--- src/rtl/bcd_cntr_chain_ctrl_pkg.sv ---
// Shared definitions for the BCD counter chain controller.
// Contents: controller state encoding, BCD digit width and the decade
// terminal value shared by the top level and the digit stages.
package bcd_cntr_chain_ctrl_pkg;

    localparam int                 DIGIT_W = 4;
    localparam logic [DIGIT_W-1:0] BCD_MAX = 4'd9;

    typedef enum logic [1:0] {
        ST_IDLE  = 2'd0,
        ST_RUN   = 2'd1,
        ST_PAUSE = 2'd2,
        ST_DONE  = 2'd3
    } state_e;

endpackage

--- src/rtl/bcd_cntr_chain_ctrl_digit_stage.sv ---
// One synchronous decade (0..9) stage of the BCD counter chain.
// Ports:
//   clk     - system clock, rising edge
//   rstn    - synchronous active-low reset
//   clr     - synchronous clear to 0
//   en      - advance by one this edge (wraps 9 -> 0)
//   q       - current BCD digit
//   at_nine - digit currently holds 9; feeds the next stage's enable
module bcd_digit_stage
    import bcd_cntr_chain_ctrl_pkg::*;
(
    input  logic               clk,
    input  logic               rstn,
    input  logic               clr,
    input  logic               en,
    output logic [DIGIT_W-1:0] q,
    output logic               at_nine
);

    // NOTE: state registers use non-blocking assignments so every stage
    // samples its neighbours' pre-edge values.
    always_ff @(posedge clk) begin
        if (!rstn || clr) begin
            q <= '0;
        end else if (en) begin
            q <= at_nine ? '0 : q + 4'd1;
        end
    end

    assign at_nine = (q == BCD_MAX);

endmodule

--- src/rtl/bcd_cntr_chain_ctrl.sv ---
// Sequencer for a cascade of BCD decade stages (stopwatch / event timer).
// Owns the tick prescaler, the IDLE/RUN/PAUSE/DONE FSM, the synchronous
// carry-enable chain, terminal-value detection and the lap register.
// Ports:
//   clk, rstn   - clock and synchronous active-low reset
//   start/stop  - resume / pause counting (clear > stop > start)
//   clear       - zero digits, prescaler and lap; return to IDLE
//   lap         - capture the live count into lap_digits (RUN/PAUSE only)
//   limit_en    - enable stop at the terminal value in limit
//   limit       - BCD terminal value, digit i at [4i+3:4i]
//   digits      - live BCD count
//   lap_digits  - last captured count; lap_valid pulses the cycle after capture
//   running/done- registered state decodes
//   overflow    - one-cycle pulse when all-9s wraps to 0
module bcd_cntr_chain_ctrl
    import bcd_cntr_chain_ctrl_pkg::*;
#(
    parameter int DIGITS   = 4,
    parameter int PRESCALE = 10
) (
    input  logic                clk,
    input  logic                rstn,
    input  logic                start,
    input  logic                stop,
    input  logic                clear,
    input  logic                lap,
    input  logic                limit_en,
    input  logic [4*DIGITS-1:0] limit,
    output logic [4*DIGITS-1:0] digits,
    output logic [4*DIGITS-1:0] lap_digits,
    output logic                lap_valid,
    output logic                running,
    output logic                done,
    output logic                overflow
);

    localparam int PW = (PRESCALE > 1) ? $clog2(PRESCALE) : 1;

    state_e              state, state_nxt;
    logic [PW-1:0]       psc;
    logic                tick, inc_en, lap_take, limit_hit, carry;
    logic [DIGITS-1:0]   at_nine, chain_en;
    logic [4*DIGITS-1:0] post_val;

    assign tick = (state == ST_RUN) && (psc == PW'(PRESCALE - 1));
    // A tick coinciding with stop or clear is dropped, not deferred.
    assign inc_en   = tick && !stop && !clear;
    assign lap_take = lap && !clear && (state == ST_RUN || state == ST_PAUSE);

    // Enable chain: digit i advances when every lower digit is 9. post_val is
    // the value the digits will hold after this edge, used for limit matching.
    // NOTE: every always_comb output gets a default first so no path leaves
    // a signal unassigned (which would infer a latch).
    always_comb begin
        chain_en = '0;
        post_val = digits;
        carry    = inc_en;
        for (int i = 0; i < DIGITS; i++) begin
            chain_en[i] = carry;
            if (carry) begin
                post_val[4*i +: 4] = at_nine[i] ? 4'd0 : digits[4*i +: 4] + 4'd1;
            end
            carry = carry && at_nine[i];
        end
    end

    // Post-increment value is always BCD, so non-BCD limit nibbles never match.
    assign limit_hit = limit_en && (post_val == limit);

    always_comb begin
        state_nxt = state;
        if (clear) begin
            state_nxt = ST_IDLE;
        end else begin
            unique case (state)
                ST_IDLE:  if (start) state_nxt = ST_RUN;
                ST_RUN: begin
                    if (stop)                        state_nxt = ST_PAUSE;
                    else if (inc_en && limit_hit)    state_nxt = ST_DONE;
                end
                ST_PAUSE: if (start) state_nxt = ST_RUN;
                ST_DONE:  state_nxt = ST_DONE;
                default:  state_nxt = ST_IDLE;
            endcase
        end
    end

    always_ff @(posedge clk) begin
        if (!rstn) begin
            state      <= ST_IDLE;
            psc        <= '0;
            lap_digits <= '0;
            lap_valid  <= 1'b0;
            overflow   <= 1'b0;
        end else begin
            state     <= state_nxt;
            overflow  <= inc_en && (&at_nine);
            lap_valid <= lap_take;
            if (clear) begin
                psc        <= '0;
                lap_digits <= '0;
            end else begin
                // Prescaler holds through the stop cycle so no partial tick is lost.
                if (state == ST_RUN && !stop) begin
                    psc <= tick ? '0 : psc + PW'(1);
                end
                if (lap_take) begin
                    lap_digits <= digits;
                end
            end
        end
    end

    for (genvar g = 0; g < DIGITS; g++) begin : g_digit
        bcd_digit_stage u_stage (
            .clk     (clk),
            .rstn    (rstn),
            .clr     (clear),
            .en      (chain_en[g]),
            .q       (digits[4*g +: 4]),
            .at_nine (at_nine[g])
        );
    end

    assign running = (state == ST_RUN);
    assign done    = (state == ST_DONE);

endmodule

--- config.mk ---
export PLATFORM = sky130hd
export DESIGN_NAME = bcd_cntr_chain_ctrl
export DESIGN_NICKNAME = d
export VERILOG_FILES = /design/src/rtl/bcd_cntr_chain_ctrl_pkg.sv /design/src/rtl/bcd_cntr_chain_ctrl_digit_stage.sv /design/src/rtl/bcd_cntr_chain_ctrl.sv
export SDC_FILE = /design/constraint.sdc
export NUM_CORES = 1
export LEC_CHECK = 0
export CAP_MARGIN = 20
export CELL_PAD_IN_SITES_DETAIL_PLACEMENT = 0
export CELL_PAD_IN_SITES_GLOBAL_PLACEMENT = 1
export CORE_ASPECT_RATIO = 1.4
export CORE_MARGIN = 1
export CORE_UTILIZATION = 34
export CTS_BUF_LIST = sky130_fd_sc_hd__clkbuf_4 sky130_fd_sc_hd__clkbuf_8
export DETAILED_ROUTE_END_ITERATION = 16
export MAX_ROUTING_LAYER = met4
export PLACE_DENSITY = 0.88
export SKIP_LAST_GASP = 1
export SYNTH_ARGS = -nofsm -noshare
export SYNTH_HDL_FRONTEND = slang
export SYNTH_SLANG_ARGS = --single-unit
--- constraint.sdc ---
create_clock -name clk -period 2.6 [get_ports clk]
set_clock_uncertainty 0.05 [all_clocks]
set_input_delay 0.52 -clock clk [delete_from_list [all_inputs] [get_ports clk]]
set_output_delay 0.52 -clock clk [all_outputs]
set_load 0.02 [all_outputs]
Yosys cells after proc, flatten, opt, wreduce, memory -nomap -nowiden
Index checks and enable logic that the tools add are counted.

Logic and storage cells: 61. Output and inout port bits: 36. Bits of input ports: 23. Bits in registers: 40.

$add $sub $neg: 5. Multiplexer cells: 13. Bitwise logic cells: 1. Reduce and logical (&&, ||, !) cells: 22. Eq/ne operators: 11.

Operator list (count): 4-bit two-way mux (9); 4-bit by 1-bit adder with 4-bit output, second input constant (5); 4-bit equality test, second input constant (5); 16-bit equality test (1); 1-bit logical AND (12); 2-bit two-way mux (3); 2-bit case mux with 3 select lines (1); 2-bit equality test, second input constant (2); 4-bit AND reduction (1); 2-bit OR reduction (2); 1-bit zero test (3); 3-bit by 2-bit inequality test with 1-bit output, second input constant (1); 2-bit by 1-bit equality test with 1-bit output, second input constant (1); 2-bit zero test (1); 1-bit logical OR (2); 2-bit by 1-bit inequality test with 1-bit output, second input constant (1); 2-bit AND reduction (1); 1-bit NOT (1).

Depth between registers and ports, before layout
Depth after elaboration: 14. Depth in mapped cells: 11. Gate-level depth less buffers: 10.

Cells and area by module
Synthesis repeated with hierarchy kept, for this count alone.

Cell total of the unflattened synthesis: 320. Area total of the unflattened synthesis: 2531.2 sq um.

Modules (own cells, without submodules): bcd_cntr_chain_ctrl (times used 1, cells an instance 236, sequential area each 480.5 sq um, area an instance 1770.4 sq um); bcd_digit_stage (times used 4, cells an instance 21, sequential area each 80.1 sq um, area an instance 190.2 sq um).

Worst setup path after synthesis
OpenSTA, ideal clock, no wires.

Path kind: reg2reg. Start: reg state[1]. End: reg state[1]. Setup time: 0.066 ns. Buffers on the path: 0. Stages on the path, launching flop included: 11. Data required time: 2.484 ns. Arrival time: 2.691 ns. Setup slack: -0.207 ns. Cell sequence: dfxtp_1 -> inv_1 -> ha_1 -> nand4b_2 -> nor4_4 -> mux2i_1 -> xnor2_1 -> a2111oi_2 -> nand4_2 -> a31o_1 -> a21oi_2.

Longest elaborated chain between the ends: 13.

Ends and longest elaborated chain: start, declared (line bcd_cntr_chain_ctrl.sv:39) `state_e state, state_nxt;`; start signal, assigned (line bcd_cntr_chain_ctrl.sv:96) `state <= state_nxt;`; 2-bit by 1-bit equality test with 1-bit output *; net running (line bcd_cntr_chain_ctrl.sv:32) `output logic running,`; 1-bit logical AND (line bcd_cntr_chain_ctrl.sv:45) `assign tick = (state == ST_RUN) && (psc == PW'(PRESCALE - 1));`; 1-bit logical AND (2 in series) (line bcd_cntr_chain_ctrl.sv:47) `assign inc_en = tick && !stop && !clear;`; 1-bit logical AND (3 in series) (line bcd_cntr_chain_ctrl.sv:63) `carry = carry && at_nine[i];`; 4-bit two-way mux (line bcd_cntr_chain_ctrl.sv:60) `if (carry) begin`; 16-bit equality test (line bcd_cntr_chain_ctrl.sv:68) `assign limit_hit = limit_en && (post_val == limit);`; 1-bit logical AND (line bcd_cntr_chain_ctrl.sv:68); 1-bit logical AND (line bcd_cntr_chain_ctrl.sv:79) `else if (inc_en && limit_hit) state_nxt = ST_DONE;`; 3-bit by 2-bit inequality test with 1-bit output (no source line); 2-bit AND reduction (no source line).

The timed path passes the listed nets; every way through them passes the cells marked *. A chain may end at the register's enable or synchronous reset.

Worst setup path in the final report
Start: reg g_digit[0].u_stage.q[0]. End: reg state[1].

Longest elaborated chain between the ends: 10.

Ends and longest elaborated chain: start, declared (line bcd_cntr_chain_ctrl_digit_stage.sv:16) `output logic [DIGIT_W-1:0] q,`; start signal, assigned (line bcd_cntr_chain_ctrl_digit_stage.sv:26) `q <= at_nine ? '0 : q + 4'd1;`; parallel branches: the longest is 5 deep, another holds 4-bit by 1-bit adder with 4-bit output; 16-bit equality test * (line bcd_cntr_chain_ctrl.sv:68); 1-bit logical AND * (line bcd_cntr_chain_ctrl.sv:68); 1-bit logical AND * (line bcd_cntr_chain_ctrl.sv:79); 3-bit by 2-bit inequality test with 1-bit output (no source line) *; 2-bit AND reduction (no source line) *.

Every way passes the cells marked *.

==> impl_metrics.ini <==
[status]
run_status = finished, violations left
failed_checks = setup timing

[synthesis]
yosysWarnings = 0
syn_avg_cell_area_um2 = 8.13
synthTopCellsByArea = dfxtp_1, nand2_1, a21oi_1
syn_nets = 324
synthesis.area_um2 = 2390
synth_top_area_frac = 0.335
ys_seq_area_frac = 0.335
synth_edf_count = 0
yosys.area.top_type = dfxtp_1
synthFlopType = dfxtp_1
synth_seq_cells = 40
netlist_instances = 294
ys_types = 61
synthArstFlopShare = 0

[clock_network]
clk_pin_slew_ns = 0.08
cts_tree = built
worstSkewPairLatency_ns = 0.30
ctsHoldBuffers = 0
cts.htree.levels = 2
cts.sinks = 40
cts_buffers = 5
ctsRootBufferMaster = clkbuf_8
clk_path_buf_depth = 2

[final_layout]
antenna_cells = 0
final_common_cell = clkdlybuf4s50_1
fillers = 616
synthToLayoutAreaGrowth_pct = 46.9
finalNetCount = 417
final_cell_mix = clkdlybuf4s50_1, buf_4, nand2_1
stdcell_count = 480
finalCoreUtilization = 0.524
drive_gt1_frac = 0.214

[timing]
slew_headroom = 0.608
finalWorstSetupSlack_ns = -0.00993
finalMaxSlewViolations = 0
finalSetupViolCount = 1
period_share = 1.00
final_hold_viol_count = 0
worstMarginPinSlew_ns = 0.587
setup-tns-final_ns = -0.00993
period_needed_ns = 2.61
max_freq_mhz = 383

[power]
seqPwrFrac = 0.519
comb_power_share = 0.113
power.leakage_nw = 1.28
clkPwrFrac = 0.368
p_int_mw = 0.890
power_mw = 1.19
p_per_area_nw_per_um2 = 339
ir_drop_mv = 0.205
p_switching_mw = 0.300
p_sw_frac = 0.252

[floorplanning]
start_util = 0.357
core-area_um2 = 6700
rows = 35
die_w_um = 72.9
die_area_um2 = 7380
die_h_um = 101
pin_count = 59

[global_routing]
grt_pass1_wl_mm = 10.4
grt_max_degree = 34
grt_overflow = 0
grt_pass1_vias = 2190
grt_busiest_layer = met2
antenna_found_initial = 0
grt_util_met3 = 0.0358
met1_usage = 0.201
grt_usage = 0.188
grt_use_met2 = 0.324

[detailed_routing]
drtIter0Drc = 127
avgViaCountPerCell = 4.99
post-route-drc-count = 0
drt_wl_total_mm = 6.67
vias = 2393
post_drt_wl_per_cell_um = 13.9
drt_first_pass_iters = 4
ant_nets = 0

[worst_setup_path]
cp.required_ns = 2.78
crit-reg2reg-launch = g_digit[0].u_stage.q[0]
reg2reg_slack_ns = -0.01
critPathLaunchType = flip-flop
rr_endpoint = state[1]
critPathSlowestCell = a2111oi_2
slowest_delay_ns = 0.45
cp_top_family = simple AND/OR/NAND/NOR gates
worst-path-stages = 8
path_buf_inv = 0
reg2reg_depth = 8
crit_chain = or3b_4, nor4_4, mux2i_2, xnor2_1, a2111oi_2, nand4_2, a31o_1, a21oi_2
crit_end = state[1]
path_class = reg -> reg
cp.arrival_ns = 2.79
critical_path.endpoint_type = flip-flop
crit_path_max_fanout = 4
crit_path_start = g_digit[0].u_stage.q[0]

[worst_hold_path]
min_path_type = reg -> reg

[placed_design]
port_buffers = 58
dp.cells = 458
dp_hpwl_mm = 4.79
routabilityCongestion = 0.912

[job]
maxCapViolCount = 0
[worst register-to-register path, cell delays in order, from the launching register on]
cell	delay (ns)
dfxtp_2	0.33
or3b_4	0.42
nor4_4	0.36
mux2i_2	0.30
xnor2_1	0.12
a2111oi_2	0.45
nand4_2	0.17
a31o_1	0.23
a21oi_2	0.12
[routing by layer]
metal  share of wire  vias to the layer above
li1                -                     1199
met1            0.41                     1101
met2            0.51                       69
met3           0.037                       24
met4           0.041                        0
met5               0                        -
[registers in the layout (all words and copies together), names as in the netlist]
name and flops:
g_digit.u_stage.q 16, psc 4, lap_valid 1, state 2, lap_digits 16, overflow 1
[cell usage after synthesis (all sizes together), types with 2 or more instances]
cell,instances
a22oi,2
clkbuf,10
ha,7
a31o,2
nor2b,9
nor3,15
nand4,6
nand2b,8
a21oi,28
dfxtp,40
buf,8
nor3b,4
o31ai,2
nand2,44
xnor2,14
a31oi,4
nand4b,2
inv,9
o21ai,5
nand3,6
xor2,10
and2,2
nor4,3
and4b,2
or3,2
nor2,24
a2111oi,2
nand3b,2
nand4bb,3
[worst min-delay path by stage]
stage                         from              to  depth (start not counted)
finish              lap_digits[10]  lap_digits[10]                          2
global route        lap_digits[15]  lap_digits[15]                          2
CTS                 lap_digits[10]  lap_digits[10]                          2
detailed placement  lap_digits[10]  lap_digits[10]                          2
global placement    lap_digits[11]  lap_digits[11]                          2
floorplan                   psc[3]          psc[3]                          2
[cell type report]
cell class,instances,area [µm²],area share
inverter,9,33.8,0.00962
tap,92,115,0.0328
clock buffer,6,82.6,0.0235
clock inverter,2,10.0,0.00285
multi-input combinational,227,1530,0.437
sequential,40,805,0.229
timing repair buffer,104,932,0.265
[power groups by stage]
stage	clock network (mW)	logic, mW	registers (mW)
finish	0.438	0.134	0.618
global route	0.472	0.146	0.619
CTS	0.443	0.129	0.617
detailed placement	0	0.128	0.632
global placement	0	0.126	0.632
floorplan	0	0.0632	0.631
[stage by stage]
| stage | worst slack (ns) | hold WS [ns] | instance area, µm² |
|---|---|---|---|
| after floorplan | 0.0155 | 0.411 | 2390 |
| after global placement | -0.269 | 0.394 | 3240 |
| after detailed placement | -0.381 | 0.398 | 3240 |
| after CTS | 0.0386 | 0.409 | 3440 |
| after global routing | -0.108 | 0.418 | 3510 |
| final | -0.00993 | 0.405 | 3510 |
[kinds of logic after synthesis]
logic type	after synthesis	share of synthesized area
AO/OA/AOI/OAI	56	0.150
XOR/XNOR	24	0.0879
adder cells (fa/ha/maj)	7	0.0366
buffers and inverters	27	0.0555
flip-flops	40	0.335
multiplexers	1	0.00419
AND/OR/NAND/NOR	139	0.331
[what timing repair did]
action / CTS / global route
pin swaps: 7 / 7
gates resized for setup: 5 / 17
setup buffers: 12 / 2
setup endpoints to repair: 2 / 2
Note: power is estimated with default switching activity, not from simulation.
